==> config.mk <==
export PLATFORM = sky130hd
export DESIGN_NAME = lights_nios2_qsys_0_dct_ctrl
export DESIGN_NICKNAME = d
export VERILOG_FILES = /design/src/rtl/lights_nios2_qsys_0_dct_ctrl.sv
export SDC_FILE = /design/constraint.sdc
export NUM_CORES = 1
export LEC_CHECK = 0
export ABC_CLOCK_PERIOD_IN_PS = 2000
export CORE_MARGIN = 5
export CORE_UTILIZATION = 41
export DETAILED_ROUTE_END_ITERATION = 7
export HOLD_SLACK_MARGIN = 0.02
export PLACE_DENSITY = 0.79
export SLEW_MARGIN = 10
export SYNTH_ARGS = -nofsm -noshare
export SYNTH_HDL_FRONTEND = slang
export SYNTH_SLANG_ARGS = --single-unit
==> constraint.sdc <==
create_clock -name clk -period 2 [get_ports clk]
set_input_delay 0.4 -clock clk [delete_from_list [all_inputs] [get_ports clk]]
set_output_delay 0.4 -clock clk [all_outputs]
set_load 0.01 [all_outputs]
==> src/rtl/lights_nios2_qsys_0_dct_ctrl.sv <==
// Nios II OCI compressed-trace buffer: packs 2-bit atoms into 34-bit frames.
// Optional LIGHTS_DCT_DROP_EN: never stall the core, drop atoms while sending.
module lights_nios2_qsys_0_dct_ctrl (
    input  logic        clk,
    input  logic        reset,
    input  logic        atom_valid,
    input  logic [1:0]  atom,
    output logic        atom_ready,
    input  logic        flush_req,
    output logic        tw_valid,
    output logic [33:0] tw_data,
    input  logic        tw_ready,
    output logic        flush_done,
    output logic [29:0] dct_buffer,
    output logic [3:0]  dct_count,
    output logic        overflow
);

    typedef enum logic {FILL, SEND} state_e;

    state_e      state_q, state_d;
    logic [29:0] buf_q, buf_d;
    logic [3:0]  cnt_q, cnt_d;
    logic        flushing_q, flushing_d;
    logic        done_q, done_d;
    logic        eflush_q, eflush_d;
    logic        accept;

`ifdef LIGHTS_DCT_DROP_EN
    logic        ovf_q, ovf_d;

    assign atom_ready = ~reset;
    assign overflow   = ovf_q;
`else
    assign atom_ready = ~reset & (state_q == FILL);
    assign overflow   = 1'b0;
`endif

    assign accept     = atom_valid & atom_ready;
    assign tw_valid   = (state_q == SEND);
    assign tw_data    = {cnt_q, buf_q};
    assign dct_buffer = buf_q;
    assign dct_count  = cnt_q;
    assign flush_done = done_q;

    always_comb begin
        state_d    = state_q;
        buf_d      = buf_q;
        cnt_d      = cnt_q;
        flushing_d = flushing_q;
        done_d     = 1'b0;
        eflush_d   = 1'b0;
`ifdef LIGHTS_DCT_DROP_EN
        ovf_d      = ovf_q;
`endif
        unique case (state_q)
            FILL: begin
                if (accept) begin
                    buf_d = buf_q | (30'(atom) << {cnt_q, 1'b0});
                    cnt_d = cnt_q + 4'd1;
                end
                if (cnt_d == 4'd15 || (flush_req && cnt_d != 4'd0)) begin
                    state_d    = SEND;
                    flushing_d = flush_req;
                end else if (flush_req && !eflush_q) begin
                    // empty flush: pulse now, then one low cycle if held
                    done_d   = 1'b1;
                    eflush_d = 1'b1;
                end
            end
            SEND: begin
`ifdef LIGHTS_DCT_DROP_EN
                if (accept) ovf_d = 1'b1;
`endif
                if (tw_ready) begin
                    state_d    = FILL;
                    buf_d      = '0;
                    cnt_d      = '0;
                    done_d     = flushing_q;
                    flushing_d = 1'b0;
                end
            end
        endcase
    end

    always_ff @(posedge clk) begin
        if (reset) begin
            state_q    <= FILL;
            buf_q      <= '0;
            cnt_q      <= '0;
            flushing_q <= 1'b0;
            done_q     <= 1'b0;
            eflush_q   <= 1'b0;
`ifdef LIGHTS_DCT_DROP_EN
            ovf_q      <= 1'b0;
`endif
        end else begin
            state_q    <= state_d;
            buf_q      <= buf_d;
            cnt_q      <= cnt_d;
            flushing_q <= flushing_d;
            done_q     <= done_d;
            eflush_q   <= eflush_d;
`ifdef LIGHTS_DCT_DROP_EN
            ovf_q      <= ovf_d;
`endif
        end
    end

endmodule

==> flow_summary.json <==
{
  "outcome": "finished, final reports clean",
  "reg2regPathDepth": 5,
  "io_buffers": 77,
  "fin_skew_ns": 0.00294,
  "arrival_ns": 2.10,
  "finalSetupViolCount": 0,
  "holdWs_ns": 0.473,
  "n_antenna_cell": 0,
  "maxSlewViolCount": 0,
  "end_kind": "flip-flop",
  "postCtsHoldBufs": 0,
  "synth_fp_nets": 213,
  "initialDrtViolationCount": 118,
  "synth_edf_count": 0,
  "clkPwrFrac_pct": 33.4,
  "drc": 0,
  "synth-main-ff-cell": "dfxtp_1",
  "ys_top_cells_by_area": "dfxtp_1 43%, buf_4 15%, a21oi_1 10%",
  "p_sw_share_pct": 24.6,
  "routedWlPerCell_um": 14.3,
  "fill_cells": 356,
  "slowest_delay_ns": 0.48,
  "synth-seq-cells": 38,
  "worstHoldStart": "eflush_q",
  "final_cells": 309,
  "grt_pass1_wl_mm": 6.76,
  "fin_tns_setup_ns": 0,
  "core-area_um2": 4060,
  "clock_path_buffers": 2,
  "setup_ws_ns": 0.0941,
  "clkSinkCount": 38,
  "yosysWarnings": 0,
  "insertion_delay_ns": 0.28,
  "clk_pin_slew_ns": 0.07,
  "drv_cap": 0,
  "rrSetupSlack_ns": 0.34,
  "syn_inst": 205,
  "antenna_left": 0,
  "seqPwrFrac_pct": 50.6,
  "h-tree-depth": 2,
  "antenna_found_initial": 0,
  "synth_top_cell_area_share_pct": 43.4,
  "cp_max_fo": 5,
  "dp.cells": 301,
  "worst_pin_slew_ns": 0.636,
  "finalCritPeriodShare_pct": 95.3,
  "syn_area_per_cell_um2": 8.54,
  "power_density_nw_per_um2": 621,
  "async_flop_share_pct": 0,
  "p_switching_mw": 0.382,
  "power_leakage_nw": 0.935,
  "wl_mm": 4.41,
  "cp.required_ns": 2.19,
  "rows": 23,
  "crit_slowest_cell": "clkdlybuf4s50_1",
  "internal-power_mw": 1.17,
  "cts_tree": "yes",
  "regToRegEndpoint": "flushing_q",
  "ir_drop_v": 0.000375,
  "io_pins": 79,
  "fmax_ghz": 0.525,
  "post_cts_buffers": 0,
  "period_needed_ns": 1.91,
  "path_class": "in -> reg",
  "gp_congestion": 0.808,
  "path_delay_family": "simple AND/OR/NAND/NOR gates",
  "synth-seq-area-share_pct": 43.4,
  "hold_end": "eflush_q",
  "relSlewSlack_pct": 57.5,
  "rsz0062_at_grt": "no",
  "area_growth_pct": 42.9,
  "syn_area_um2": 1750,
  "grt_start_max_net_pins": 31,
  "num_vias": 1511,
  "design_area_um2": 2500,
  "grtUsageTotal_pct": 15.6,
  "first_global_vias": 1462,
  "die_w_um": 75.4,
  "ys_types": 37,
  "pre_cts_slack_ns": -0.272,
  "nNetsFinal": 266,
  "place_area_um2": 2390,
  "numCtsBuffers": 5,
  "drtPass1Iterations": 4,
  "hold_viol_final": 0,
  "dieHeight_um": 75.4,
  "clockRootBuffer": "clkbuf_8",
  "hpwlAfterDp_mm": 3.36,
  "die_area_um2": 5680,
  "viasPerCell": 4.89,
  "initial_utilization_pct": 43.2,
  "holdPathStages": 1,
  "combPwrFrac_pct": 16.0,
  "critical_path_buf_inv_count": 1,
  "crit_chain": "clkdlybuf4s50_1, or3b_4, or3_4, o2111ai_2, nand2_2, o32ai_2",
  "grt_overflow": 0,
  "crit-reg2reg-launch": "dct_count[2]",
  "synth_largest_area_cell": "dfxtp_1",
  "cp-start-kind": "input port",
  "layout-drive-gt1-share_pct": 12.4,
  "hold_class": "reg -> reg"
}
-- synthesized netlist by cell type, types with 2 or more instances --
cell	count
nor2_1	39
and3b_1	2
buf_4	35
clkbuf_1	7
dfxtp_1	38
a21oi_1	35
nand2_1	8
inv_1	3
and2_1	2
nor2b_1	4
nor3b_1	4
nand3_1	2
o21ai_0	2
-- metal layers --
metal | up-vias | GRT usage, % | wire, um
met5 | - | 0 | 0
met4 | 0 | 6.41 | 55
met3 | 5 | 3.56 | 247
met2 | 51 | 26.3 | 2260
met1 | 700 | 19.1 | 1840
li1 | 755 | - | -
-- final cells by class --
class / count / area, um^2 / area share (%)
Clock buffer: 7 / 86.3 / 3.45
Clock inverter: 1 / 5.00 / 0.200
Inverter: 3 / 11.3 / 0.450
Multi-Input combinational cell: 119 / 689 / 27.5
Sequential cell: 38 / 761 / 30.4
Tap cell: 50 / 62.6 / 2.50
Timing Repair Buffer: 91 / 887 / 35.5
-- sequential cells by signal (all words and copies together), names as in the netlist --
register and count:
flushing_q 1, eflush_q 1, dct_count 4, tw_valid 1, flush_done 1, dct_buffer 30
-- worst max-delay path by stage --
stage | startpoint | to | slack [ns] | cells past startpoint
floorplan | reset | flush_done | 0.13 | 7
global placement | atom_valid | flush_done | -0.25 | 6
detailed placement | atom_valid | flush_done | -0.27 | 6
CTS | atom_valid | flush_done | 0.02 | 6
global route | reset | flush_done | 0.004 | 7
finish | atom_valid | flushing_q | 0.09 | 6
-- logic make-up (layout without fill, tap and decap cells) --
family | Yosys count | in the layout | share of synthesized area (%)
xor+xnor | 1 | 1 | 0.929
fa+ha+maj | 1 | 1 | 0.714
simple gates | 70 | 70 | 20.9
flops | 38 | 38 | 43.4
compound gates | 46 | 46 | 15.6
other cells | 1 | 1 | 0.214
buf+inv | 48 | 102 | 18.3
-- metrics by stage --
step	util, %	power, mW
floorplan	-	0.948
global placement	59.0	1.05
detailed placement	59.0	1.05
CTS	61.2	1.57
global route	61.7	1.62
finish	61.7	1.56
-- what timing repair did --
item | in CTS | in global routing
resized for setup | 1 | 3
pin swaps | 0 | 2
endpoints found under the setup margin | 1 | 9
-- power by group through the flow --
stage | clock (mW) | combinational, mW | sequential [mW]
2_1_floorplan | 0 | 0.133 | 0.815
3_3_place_gp | 0 | 0.244 | 0.804
3_5_place_dp | 0 | 0.247 | 0.804
4_1_cts | 0.536 | 0.247 | 0.787
5_1_grt | 0.564 | 0.269 | 0.788
6_report | 0.520 | 0.248 | 0.787
-- placed cells by master, fill, tap and decap left out, types with 2 or more instances in the layout --
cell type and count:
nor2b_1 4, dfxtp_1 38, nand2_1 8, o21ai_0 2, nor3b_2 2, and2_1 2
clkbuf_8 6, inv_1 3, buf_4 13, clkdlybuf4s50_1 76, and3b_1 2, nor2_1 39
nand3_1 2, a21oi_1 35, nor3b_1 3
Power figures use the tool's default switching activity.
